$ cat src/rtl/ti_sbox_seq.sv
// ----------------------------------------------------------------------------
// ti_sbox_seq
//
// Sequencer that time-multiplexes one shared threshold-implementation 4-bit
// S-box (S = F o G) over every nibble of a SHARES-way masked state.
//
// The G and F coordinate-function banks sit outside this block and are purely
// combinational. This block does four things:
//   - feeds G one nibble per cycle
//   - owns the G->F register, which is mandatory for glitch isolation
//   - feeds F from that register
//   - writes F's result back into the state register
//
// Ports
//   clk     in   rising-edge clock
//   rst_n   in   asynchronous active-low reset
//   start   in   operation request, only looked at while idle
//   sh_in   in   shared state; share s nibble i at [s*4*NIB + 4*i +: 4]
//   busy    out  high from the start-accept edge until the result is done
//   done    out  one-cycle pulse, sh_out valid
//   sh_out  out  state register, same layout as sh_in
//   g_in    out  current nibble of every share (share s at [4*s +: 4])
//   g_out   in   combinational G result for g_in
//   f_in    out  G->F pipeline register contents
//   f_out   in   combinational F result for f_in
// ----------------------------------------------------------------------------
module ti_sbox_seq #(
    parameter int NIB    = 16,
    parameter int SHARES = 3
) (
    input  logic                      clk,
    input  logic                      rst_n,
    input  logic                      start,
    input  logic [4*NIB*SHARES-1:0]   sh_in,
    output logic                      busy,
    output logic                      done,
    output logic [4*NIB*SHARES-1:0]   sh_out,
    output logic [4*SHARES-1:0]       g_in,
    input  logic [4*SHARES-1:0]       g_out,
    output logic [4*SHARES-1:0]       f_in,
    input  logic [4*SHARES-1:0]       f_out
);

    localparam int SW    = 4 * NIB;
    localparam int W     = SW * SHARES;
    localparam int CNT_W = (NIB > 1) ? $clog2(NIB) : 1;

    localparam logic [CNT_W-1:0] LAST = CNT_W'(NIB - 1);

    localparam logic [1:0] S_IDLE  = 2'd0;
    localparam logic [1:0] S_RUN   = 2'd1;
    localparam logic [1:0] S_DRAIN = 2'd2;
    localparam logic [1:0] S_DONE  = 2'd3;

    logic [1:0]           fsm;
    logic [W-1:0]         state_q;
    logic [CNT_W-1:0]     cnt_p0;
    logic [4*SHARES-1:0]  mid_p1;
    logic [CNT_W-1:0]     mid_idx_p1;
    logic                 mid_vld_p1;
    logic                 busy_q;
    logic                 done_q;

    // Writeback happens for the nibble held in the G->F register:
    // in RUN once that register is valid, and unconditionally in DRAIN,
    // where it holds the last nibble. mid_idx_p1 is always below cnt_p0
    // during RUN, so G never reads a nibble that F has already rewritten.
    logic                 wr_en;
    logic [CNT_W-1:0]     wr_idx;

    always_comb begin
        wr_en  = 1'b0;
        wr_idx = mid_idx_p1;
        if (fsm == S_RUN && mid_vld_p1) begin
            wr_en = 1'b1;
        end else if (fsm == S_DRAIN) begin
            wr_en  = 1'b1;
            wr_idx = LAST;
        end
    end

    // Stage p0: read nibble cnt of every share into G.
    always_comb begin
        g_in = '0;
        for (int s = 0; s < SHARES; s++) begin
            g_in[4*s +: 4] = state_q[s*SW + 4*cnt_p0 +: 4];
        end
    end

    // Stage p1: G->F register drives F directly.
    assign f_in   = mid_p1;
    assign sh_out = state_q;
    assign busy   = busy_q;
    assign done   = done_q;

    always_ff @(posedge clk or negedge rst_n) begin
        if (!rst_n) begin
            fsm        <= S_IDLE;
            state_q    <= '0;
            cnt_p0     <= '0;
            mid_p1     <= '0;
            mid_idx_p1 <= '0;
            mid_vld_p1 <= 1'b0;
            busy_q     <= 1'b0;
            done_q     <= 1'b0;
        end else begin
            if (wr_en) begin
                for (int s = 0; s < SHARES; s++) begin
                    state_q[s*SW + 4*wr_idx +: 4] <= f_out[4*s +: 4];
                end
            end

            case (fsm)
                S_IDLE: begin
                    if (start) begin
                        state_q    <= sh_in;
                        cnt_p0     <= '0;
                        mid_vld_p1 <= 1'b0;
                        busy_q     <= 1'b1;
                        fsm        <= S_RUN;
                    end
                end

                S_RUN: begin
                    mid_p1     <= g_out;
                    mid_idx_p1 <= cnt_p0;
                    mid_vld_p1 <= 1'b1;
                    if (cnt_p0 == LAST) begin
                        fsm <= S_DRAIN;
                    end else begin
                        cnt_p0 <= cnt_p0 + 1'b1;
                    end
                end

                S_DRAIN: begin
                    mid_vld_p1 <= 1'b0;
                    done_q     <= 1'b1;
                    busy_q     <= 1'b0;
                    fsm        <= S_DONE;
                end

                default: begin
                    // S_DONE: start is deliberately not looked at here.
                    done_q <= 1'b0;
                    fsm    <= S_IDLE;
                end
            endcase
        end
    end

endmodule
$ cat config.mk
export PLATFORM = sky130hd
export DESIGN_NAME = ti_sbox_seq
export DESIGN_NICKNAME = d
export VERILOG_FILES = /design/src/rtl/ti_sbox_seq.sv
export SDC_FILE = /design/constraint.sdc
export NUM_CORES = 1
export LEC_CHECK = 0
export ABC_AREA = 1
export CAP_MARGIN = 0
export CELL_PAD_IN_SITES_DETAIL_PLACEMENT = 2
export CELL_PAD_IN_SITES_GLOBAL_PLACEMENT = 2
export CORE_ASPECT_RATIO = 0.7
export CORE_MARGIN = 4
export CORE_UTILIZATION = 23
export DETAILED_ROUTE_END_ITERATION = 6
export PLACE_DENSITY = 0.82
export SYNTH_ARGS = -nofsm -noshare
export SYNTH_HDL_FRONTEND = slang
export SYNTH_SLANG_ARGS = --single-unit
$ cat constraint.sdc
create_clock -name clk -period 2.73 [get_ports clk]
set_input_delay 0.273 -clock clk [delete_from_list [all_inputs] [get_ports clk]]
set_output_delay 0.273 -clock clk [all_outputs]
set_load 0.02 [all_outputs]
## Yosys cells after proc, flatten, opt, wreduce, memory -nomap -nowiden

Index checks and enable logic that the tools add are counted.

| word-level totals | value |
|---|---|
| word-level logic and storage cells | 62 |
| register bits | 217 |

| operators by class | value |
|---|---|
| muxes and demuxes | 21 |
| reduce and logical (&&, ||, !) cells | 10 |
| add/sub/neg operators | 8 |
| shift-type cells | 9 |
| equal/unequal tests | 6 |

Operator list:

| cell | number |
|---|---|
| bitwise mux 192 bit | 3 |
| 2-to-1 mux 192 bit | 3 |
| variable shift 4 x 34 -> 192 bit, first input constant | 3 |
| indexed part select 4 x 34 -> 192 bit | 3 |
| indexed part select 192 x 10 -> 4 bit | 1 |
| indexed part select 192 x 7 -> 4 bit | 1 |
| indexed part select 192 x 9 -> 4 bit | 1 |
| negator 6 -> 34 bit | 1 |
| negator 8 -> 34 bit | 1 |
| negator 9 -> 34 bit | 1 |
| adder 8 x 6 -> 9 bit, first input constant | 2 |
| adder 7 x 6 -> 8 bit, first input constant | 2 |
| 2-to-1 mux 4 bit | 4 |
| case mux 4 bit (2 select lines) | 1 |
| case mux 2 bit (3 select lines) | 1 |
| AND reduction 2 bit | 3 |
| adder 4 x 1 -> 4 bit, second input constant | 1 |
| equality test 4 bit, second input constant | 1 |
| 2-to-1 mux 1 bit | 4 |
| 2-to-1 mux 2 bit | 2 |
| != test 2 bit, second input constant | 2 |
| case mux 1 bit (2 select lines) | 2 |
| nonzero test 2 bit | 2 |
| case mux 1 bit (3 select lines) | 1 |
| 8 further kinds | 8 |

## Logic depth before layout (Yosys ltp)

Gate-level depths: netlist of the first run.

| depth | value |
|---|---|
| depth in word-level cells | 11 |
| mapped depth | 21 |
| gate-level depth less buffers | 19 |

## Least setup slack after synthesis of the first run

Ideal clock, no wire load.

| timing | value |
|---|---|
| kind | register to register |
| start point | register fsm[0] |
| end point | register state_q[3] (netlist: sh_out[3]) |
| period minus slack after synthesis | 2910 ps |
| setup slack | -180 ps |
| arrival | 2790 ps |
| cell stages (with the launch flop) | 17 |
| required time | 2610 ps |
| library setup time | 120 ps |
| buffers on the path | 3 |
| cells stage by stage | dfrtp_1 -> ha_1 -> nand2_2 -> nand2_4 -> nand2_1 -> inv_1 -> buf_2 -> ha_1 -> clkbuf_1 -> inv_2 -> buf_1 -> nor4_1 -> nand3_1 -> a21oi_1 -> o21ai_0 -> o21ai_0 -> inv_1 |

| between the ends | value |
|---|---|
| word-level cells in the longest chain between the ends | 11 |
| elaborated cells between the ends (all ways) | 25 |
| classes of those cells | add/sub: 5; eq/ne: 2; shift: 6; mux: 10; reduce/logical: 2 |

RTL lines:

| element | RTL line | RTL |
|---|---|---|
| start, declared | 55 | `logic [1:0] fsm;` |
| start signal, assigned | 98 | `fsm <= S_IDLE;` |
| start signal, assigned | 120 | `fsm <= S_RUN;` |
| start signal, assigned | 129 | `fsm <= S_DRAIN;` |
| equality test 2 bit or equality test 2 x 1 -> 1 bit (tied branches) | 76, 74 |  |
| 2-to-1 mux 4 bit or logical AND 1 bit (tied branches) | 76, 74 |  |
| 2-to-1 mux 4 bit | 74 | `if (fsm == S_RUN && mid_vld_p1) begin` |
| adder 7 x 6 -> 8 bit or negator 6 -> 34 bit (tied branches) | 109 | `state_q[s*SW + 4*wr_idx +: 4] <= f_out[4*s +: 4];` |
| negator 8 -> 34 bit (tied with other cells) | 109 |  |
| indexed part select 4 x 34 -> 192 bit (tied with other cells) | 109 |  |
| bitwise mux 192 bit (2 in a row) | 109 |  |
| 2-to-1 mux 192 bit | 107 | `if (wr_en) begin` |
| 2-to-1 mux 192 bit | 115 | `if (start) begin` |
| 2-to-1 mux 192 bit (*) | 113 | `case (fsm)` |
| end signal, assigned by index | 109 |  |
| end signal, assigned | 116 | `state_q <= sh_in;` |
| end, declared | 56 | `logic [W-1:0] state_q;` |

Mark *: on every way between the ends. The rest lies on a longest branch, timed or not.
A chain may end at the register's enable or synchronous reset.

## Worst setup path after layout of the first run

| timing | value |
|---|---|
| start point | register fsm[0] |
| end point | register state_q[170] (netlist: sh_out[170]) |

Same word-level chain as after synthesis.

==> results.md, run 1 <==
- Synthesized flop and latch total: 217
- Root Buffer: clkbuf_16
- IO Port Bufs: 436
- Asr flop ratio synth: 100%
- Gr usage total: 29.9%
- Distinct cell type count after synthesis: 36
- Max-slew violation count: 0
- Worst Path Class, Setup: flip-flop to flip-flop
- Clock sinks: 217
- Max_cap viols: 0
- Design Area, Final: 27000 µm²
- Final Setup Violations: 144
- Commonest non-fill, non-tap cell in the layout: nand2_1
- Number of global-route vias before repair: 23200
- Gpl congestion: 0.978
- Setup slack after layout: -0.293 ns
- RSZ-0062 raised after global routing: true
- Worst Tran Pin Value: 0.804 ns
- Critical Path Sink Type: flip-flop
- Top cells by area, synth: dfrtp_1 35%, nand2_1 15%, o21ai_0 14%, nand3_1 4.6%, o211ai_1 4.5%
- Worst-path clk slew: 0.08 ns
- Share of cells above drive strength 1: 25.4%
- Seq/Total Area, Yosys: 34.7%
- Worst-path fanout max: 6
- Congestion Overflow GR: 0
- Fin Hold WS: 0.207 ns
- Post-layout util: 40.4%
- Cell count after synthesis: 2407
- Antenna viol nets, final: 0
- Detailed Routing Iterations Pass 1: 5
- Most frequent cells in the layout: 579 x nand2_1, 423 x clkdlybuf4s50_1, 297 x buf_4
- HP Class: primary input to flip-flop
- Syn_area_per_cell: 6.51 µm²
- Initial Util: 23.4%
- FMAX: 0.331 GHz
- Vias: 22700
- P_leak: 0.0115 µW
- DRC viols: 0
- Die Height: 226 µm
- Routed wire length: 124000 µm
- Area growth syn-to-layout: 72.5%
- TritonCTS clock tree: built
- Largest area contributor in the netlist: dfrtp_1
- Failing checks: negative setup slack
- DIE AREA: 72400 µm²
- Main synth FF type: dfrtp_1
- Clock skew: 0.0384 ns
- Crit start category: flip-flop
- Area after DPL: 23300 µm²
- Pwr dens: 1810 nW/µm²
- Post-Syn Area: 15700 µm²
- Width of the chip: 320 µm
- # H-tree levels: 1
- Initial antenna violation count: 8
- DR vias/cell: 5.61
- Avg WL per Cell: 30.8 µm
- First-pass GRT wire length: 163000 µm
- Minimum clock period: 3.02 ns
- Slew HR: 46.1%
- Pin count of the biggest net entering global routing: 81
- Setup TNS: -10.72 ns
- IO Pins: 437
- Clk buf depth: 3
- Status: finished, violations left
- Post-synth EDFFs: 0
- CP Data Arrival Time: 3.52 ns
- Pre-CTS setup slack: -0.533 ns
- Final net count: 3352
- YS warnings: 0
- # rows: 79
- Maximum vdd drop: 0.865 mV
- DRT iter0 DRCs: 2260
- Mapped Nets: 2637
- Final Hold Viols: 0
- Clk_lat worst skew: 0.62 ns
- Req. time, crit path: 3.23 ns
- CORE AREA: 66900 µm²
- Post-synth top area share: 34.7%
- Cts bufs inserted: 27
- Hpwl dp: 86500 µm
- Fin crit share: 111%
==> logic make-up after synthesis <==
family | Yosys count | synth area share [%]
xor+xnor | 2 | 0.112
simple gates | 1080 | 29.4
fa+ha+maj | 11 | 0.878
compound gates | 728 | 25.8
flops | 217 | 34.7
buf+inv | 369 | 9.19
==> metrics by stage <==
step | power (µW) | cells
after global placement | 35300 | 3896
final | 49000 | 4036
after detailed placement | 36300 | 3896
after CTS | 42600 | 3983
after global routing | 50900 | 4034
after floorplan | 20300 | 2407
==> cells in the mapped netlist (4+ instances only) <==
master    number
or2_2         11
o221ai_1      12
nor2_2         9
o22a_1         4
o21ai_1       24
nor2_1       174
a21o_1         7
o21ai_0      444
inv_2         13
inv_1        187
nor2_4        10
o211ai_1      94
clkbuf_1     122
clkinv_1       4
nor3_1        37
a21oi_1       94
dfrtp_1      217
nand4_1       41
nand2_1      630
nand2_2       13
a31oi_1       11
o22ai_1       22
buf_2         23
o21bai_1      13
ha_1          11
buf_1         15
nand3_1      145
==> state kept, by name (all words and copies together), names as in the netlist <==
register / flops
f_in: 12
mid_vld_p1: 1
busy: 1
sh_out: 192
fsm: 2
done: 1
cnt_p0: 4
mid_idx_p1: 4
==> report_power, final <==
part	leakage, µW	switching, µW	internal (µW)
Combinational	0.00850	23300	14400
Sequential	0.00252	2420	4970
Clock	0.000437	1720	2170
==> repair_timing <==
action,4_1_cts,5_1_grt
buffers inserted,35,50
gates resized for setup,244,447
pin swaps,33,137
setup endpoints to repair,199,199
hold buffers,1,0
gates cloned,5,7
hold endpoints to repair,69,0
==> final cells by class <==
| class | count | area (µm²) |
|---|---|---|
| antenna | 4 | 10.0 |
| clock buffer | 33 | 728 |
| clock inverter | 15 | 161 |
| fill | 7512 | 39900 |
| inverter | 204 | 863 |
| multi-input combinational | 1822 | 10300 |
| sequential | 217 | 5440 |
| tap | 891 | 1110 |
| timing repair buffer | 848 | 8430 |
| timing repair inverter | 2 | 13.8 |
==> critical path, stage by stage, from the launching register on <==
cell and delay [ns]:
dfrtp_2 0.46, ha_4 0.19, nand2_4 0.08, nand2_8 0.11, nand2_8 0.07, inv_6 0.08, ha_4 0.19, inv_2 0.06
nand2_4 0.12, nand2_8 0.13, buf_6 0.17, nor2_4 0.17, nand2_4 0.10, nor2_4 0.28, buf_4 0.18, buf_6 0.09
nand2_2 0.06, o211ai_1 0.12, a21o_1 0.16, nand2_1 0.07
==> layer usage <==
layer / share of wire, % / global-route usage (%)
met1: 42 / 41.4
met2: 46 / 48.6
met3: 8.1 / 5.33
met4: 4.2 / 7.22
met5: 0.027 / 0
==> path summary, 6_finish.rpt <==
kind                                          start                    end  slack (ns)  cells past startpoint
max in group asynchronous                     rst_n   sh_out[83]$_DFF_PN0_        1.51                      3
worst min register to register  f_in[6]$_DFFE_PN0N_    f_in[6]$_DFFE_PN0N_        0.48                      2
worst max-delay path             fsm[0]$_DFFE_PN0P_  sh_out[170]$_DFF_PN0_       -0.29                     19
min in group asynchronous                     rst_n  sh_out[154]$_DFF_PN0_        0.26                      2
worst min-delay path                       sh_in[8]    sh_out[8]$_DFF_PN0_        0.21                      3
worst max register to register   fsm[0]$_DFFE_PN0P_  sh_out[170]$_DFF_PN0_       -0.29                     19
Note: power is estimated with default switching activity, not from simulation.
==> run 2, diff against run 1 <==
- ABC_AREA: 1 -> not set
- CORE_UTILIZATION: 23 -> 25
- PLACE_DENSITY: 0.82 -> 0.83
==> results.md, run 2 <==
- Gpl congestion: 1.02 (+4.6%)
- Width of the chip: 285 µm (-11%)
- Setup slack after layout: -0.649 ns (-0.356 ns)
- Number of global-route vias before repair: 19200 (-17%)
- Initial antenna violation count: 11 (+3)
- Max FFs per register: 192 (unchanged)
- Worst Tran Pin Value: 1.02 ns (+0.215 ns)
- Syn_area_per_cell: 9.29 µm² (+43%)
- DRT iter0 DRCs: 2029 (-10%)
- TritonCTS clock tree: built
- Simple-gate share of the synthesized area: 17.1% (-12 points)
- Mapped Nets: 1677 (-36%)
- Critical Path Sink Type: flip-flop
- Post-synth EDFFs: 0 (unchanged)
- Synthesized flop and latch total: 217 (unchanged)
- Combinational share of power: 76.1% (-0.9 points)
- Failing checks: negative setup slack
- Initial Util: 25.5% (+2.1 points)
- Cell mode on critical path: buf_6
- # rows: 70 (-11%)
- DR vias/cell: 6.26 (+12%)
- Hpwl dp: 73900 µm (-15%)
- Gr usage total: 34.7% (+4.8 points)
- Routed wire length: 120000 µm (-3.6%)
- Worst Reg2Reg Path Length in Cells: 16 (-3)
- Pin count of the biggest net entering global routing: 97 (+20%)
- Final Setup Violations: 204 (+42%)
- Die Height: 202 µm (-11%)
- Clk buf depth: 3 (unchanged)
- Largest area contributor in the netlist: dfrtp_1
- Mux contribution to synthesized area: 15.3% (+15 points)
- Synth Area in Compound Gates: 21.9% (-3.9 points)
- Commonest non-fill, non-tap cell in the layout: clkdlybuf4s50_1
- IO Pins: 437 (unchanged)
- Status: finished, violations left
- Distinct cell type count after synthesis: 71 (+97%)
- Share of cells above drive strength 1: 44.6% (+19 points)
- Slowest cell on the critical path: dfrtp_2
- Top cells by area, synth: dfrtp_1 40%, mux4_2 10%, nand2_1 5.4%, o21ai_0 4.8%, a21oi_1 4.3%
- IO Port Bufs: 436 (unchanged)
- # H-tree levels: 1 (unchanged)
- Critical Path, Cell by Cell: inv_2 -> ha_4 -> a21bo_4 -> nand2b_4 -> inv_4 -> ha_4 -> buf_6 -> or2_4 -> o221a_4 -> buf_6 -> nor3_4 -> clkbuf_16 -> buf_6 -> o211ai_1 -> o21ai_1 -> o21ai_1
- RSZ-0062 raised after global routing: true
- Clk network pwr share: 8.5% (+0.6 points)
- Vias: 18600 (-18%)
- Worst Path Class, Setup: flip-flop to flip-flop
- Max-slew violation count: 0 (unchanged)
- Largest family of logic cells by synthesized area: compound AO/OA/AOI/OAI gates
- CORE AREA: 52700 µm² (-21%)
- HP Class: primary input to flip-flop
- Switching power: 24200 µW (-12%)
- Reg-to-Reg Start: fsm[0]$_DFFE_PN0P_
- Seq pwr share: 15.4% (+0.3 points)
- FILL cells: 5186 (-31%)
- Cts bufs inserted: 27 (unchanged)
- Req. time, crit path: 3.16 ns (-0.07 ns)
- Hold Path Cell Cnt: 3 (unchanged)
- Area growth syn-to-layout: 99.2%
- Detailed Routing Iterations Pass 1: 6 (+1)
- Fin crit share: 124% (+13 points)
- Area share of fa/ha/maj cells after synthesis: 1.02% (+0.15 points)
- Setup TNS: -61.47 ns (-50.75 ns)
- DRC viols: 0 (unchanged)
- Worst-path clk slew: 0.07 ns (about the same)
- Hold Path Origin: sh_in[104]
- Most frequent cells in the layout: 423 x clkdlybuf4s50_1, 233 x buf_4, 214 x dfrtp_1
- CP Data Arrival Time: 3.81 ns (+0.29 ns)
- Max_cap viols: 0 (unchanged)
- Crit start category: flip-flop
- First-pass GRT wire length: 147000 µm (-9.9%)
- Root Buffer: clkbuf_16
- Xor/xnor share of the synthesized area: 0.0651% (-0.047 points)
- Post-synth top area share: 40.4% (+5.7 points)
- Commonest cells in the netlist: 217 x dfrtp_1, 193 x nand2_1, 128 x o21ai_0, 125 x nor2_1, 116 x a21oi_1
- Antenna viol nets, final: 0 (unchanged)
- Final Hold Viols: 0 (unchanged)
- Congestion Overflow GR: 0 (unchanged)
- Main synth FF type: dfrtp_1
- FMAX: 0.296 GHz (-11%)
- YS warnings: 0 (unchanged)
- Slew HR: 32.0% (-14 points)
- Critical Path Start: fsm[0]$_DFFE_PN0P_
- Area after DPL: 21000 µm² (-10%)
- Post-Syn Area: 13400 µm² (-14%)
- P_leak: 0.0105 µW (-8.0%)
- Seq/Total Area, Yosys: 40.4% (+5.7 points)
- Design Area, Final: 26800 µm² (-0.93%)
- Clock sinks: 217 (unchanged)
- Final net count: 2460 (-27%)
- Cell count after synthesis: 1447 (-40%)
- Asr flop ratio synth: 100% (unchanged)
- Sw Share: 52.2% (-3.8 points)
- Clk_lat worst skew: 0.61 ns (about the same)
- Minimum clock period: 3.38 ns (+0.356 ns)
- Maximum vdd drop: 0.779 mV (-9.9%)
- Clock skew: 0.0355 ns (-0.00285 ns)
- DIE AREA: 57600 µm² (-20%)
- Pwr dens: 1730 nW/µm² (-4.5%)
- Worst-path fanout max: 5 (-1)
- Avg WL per Cell: 40.3 µm (+31%)
- Most instantiated library cell after synthesis: dfrtp_1
- Max stage delay on crit path: 0.44 ns (-0.02 ns)
- Int Power: 22100 µW (+2.8%)
==> run 2: layer usage <==
layer	part of all wire (%)	wire (µm)	track usage (%)
met5	0.051	61	0
met4	6.4	7700	13.2
met3	11	13100	9.85
met2	45	54000	55.4
met1	38	44900	44.9
==> run 2: metrics by stage <==
stage / utilization [%] / cells / power [µW] / hold slack (ns) / setup WS, ns
finish: 50.8 / 2973 / 46300 / 0.231 / -0.649
global route: 50.8 / 2971 / 46900 / 0.243 / -0.642
CTS: 47.3 / 2915 / 39900 / 0.215 / -0.237
detailed placement: 39.7 / 2778 / 30300 / 0.335 / -0.613
global placement: 39.7 / 2778 / 29500 / 0.329 / -0.433
floorplan: - / 1447 / 17100 / -0.0226 / -0.304
==> run 2: critical path: cells and delay by family (launching register included) <==
| family | cells | cell delay [ns] |
|---|---|---|
| AOI/OAI and AO/OA | 5 | 1.09 |
| buffers and inverters | 6 | 0.74 |
| and+or+nand+nor | 3 | 0.60 |
| DFF | 1 | 0.44 |
| adders and majority gates | 2 | 0.32 |
==> run 2: what timing repair did <==
item                                    4_1_cts  5_1_grt
hold endpoints to repair                     71        0
endpoints found under the setup margin      204      204
gates cloned                                  7        2
pin swaps                                   151      142
hold buffers                                  1        0
buffers inserted                             92       72
gates resized for setup                     598      340
==> run 2: worst paths after layout <==
path	slack, ns	endpoint
max	-0.65	sh_out[139]$_DFF_PN0_
max in group asynchronous	1.52	sh_out[182]$_DFF_PN0_
max reg2reg	-0.65	sh_out[139]$_DFF_PN0_
min in group asynchronous	0.28	sh_out[2]$_DFF_PN0_
min	0.23	sh_out[104]$_DFF_PN0_
min reg2reg	0.52	f_in[9]$_DFFE_PN0N_
==> run 2: layout make-up <==
cell class | instances | area [µm²] | area share, %
clock inverter | 5 | 82.6 | 0.308
inverter | 16 | 62.6 | 0.234
multi-input combinational | 1095 | 10500 | 39.1
timing repair buffer | 873 | 9040 | 33.7
tap | 720 | 901 | 3.36
antenna | 7 | 17.5 | 0.0654
sequential | 217 | 5440 | 20.3
clock buffer | 40 | 785 | 2.93
==> run 2: cells by family after synthesis <==
| kind of cell | count (synthesis) |
|---|---|
| compound gates | 461 |
| mux | 128 |
| simple gates | 494 |
| xor+xnor | 1 |
| buf+inv | 135 |
| flops | 217 |
| fa+ha+maj | 11 |
==> run 2: power groups by stage <==
stage / combinational, µW / clock [µW] / sequential (µW)
2_1_floorplan: 9510 / 0 / 7620
3_5_place_dp: 23600 / 0 / 6720
4_1_cts: 29300 / 3800 / 6790
5_1_grt: 35700 / 4030 / 7190
3_3_place_gp: 22900 / 0 / 6650
6_report: 35300 / 3940 / 7140
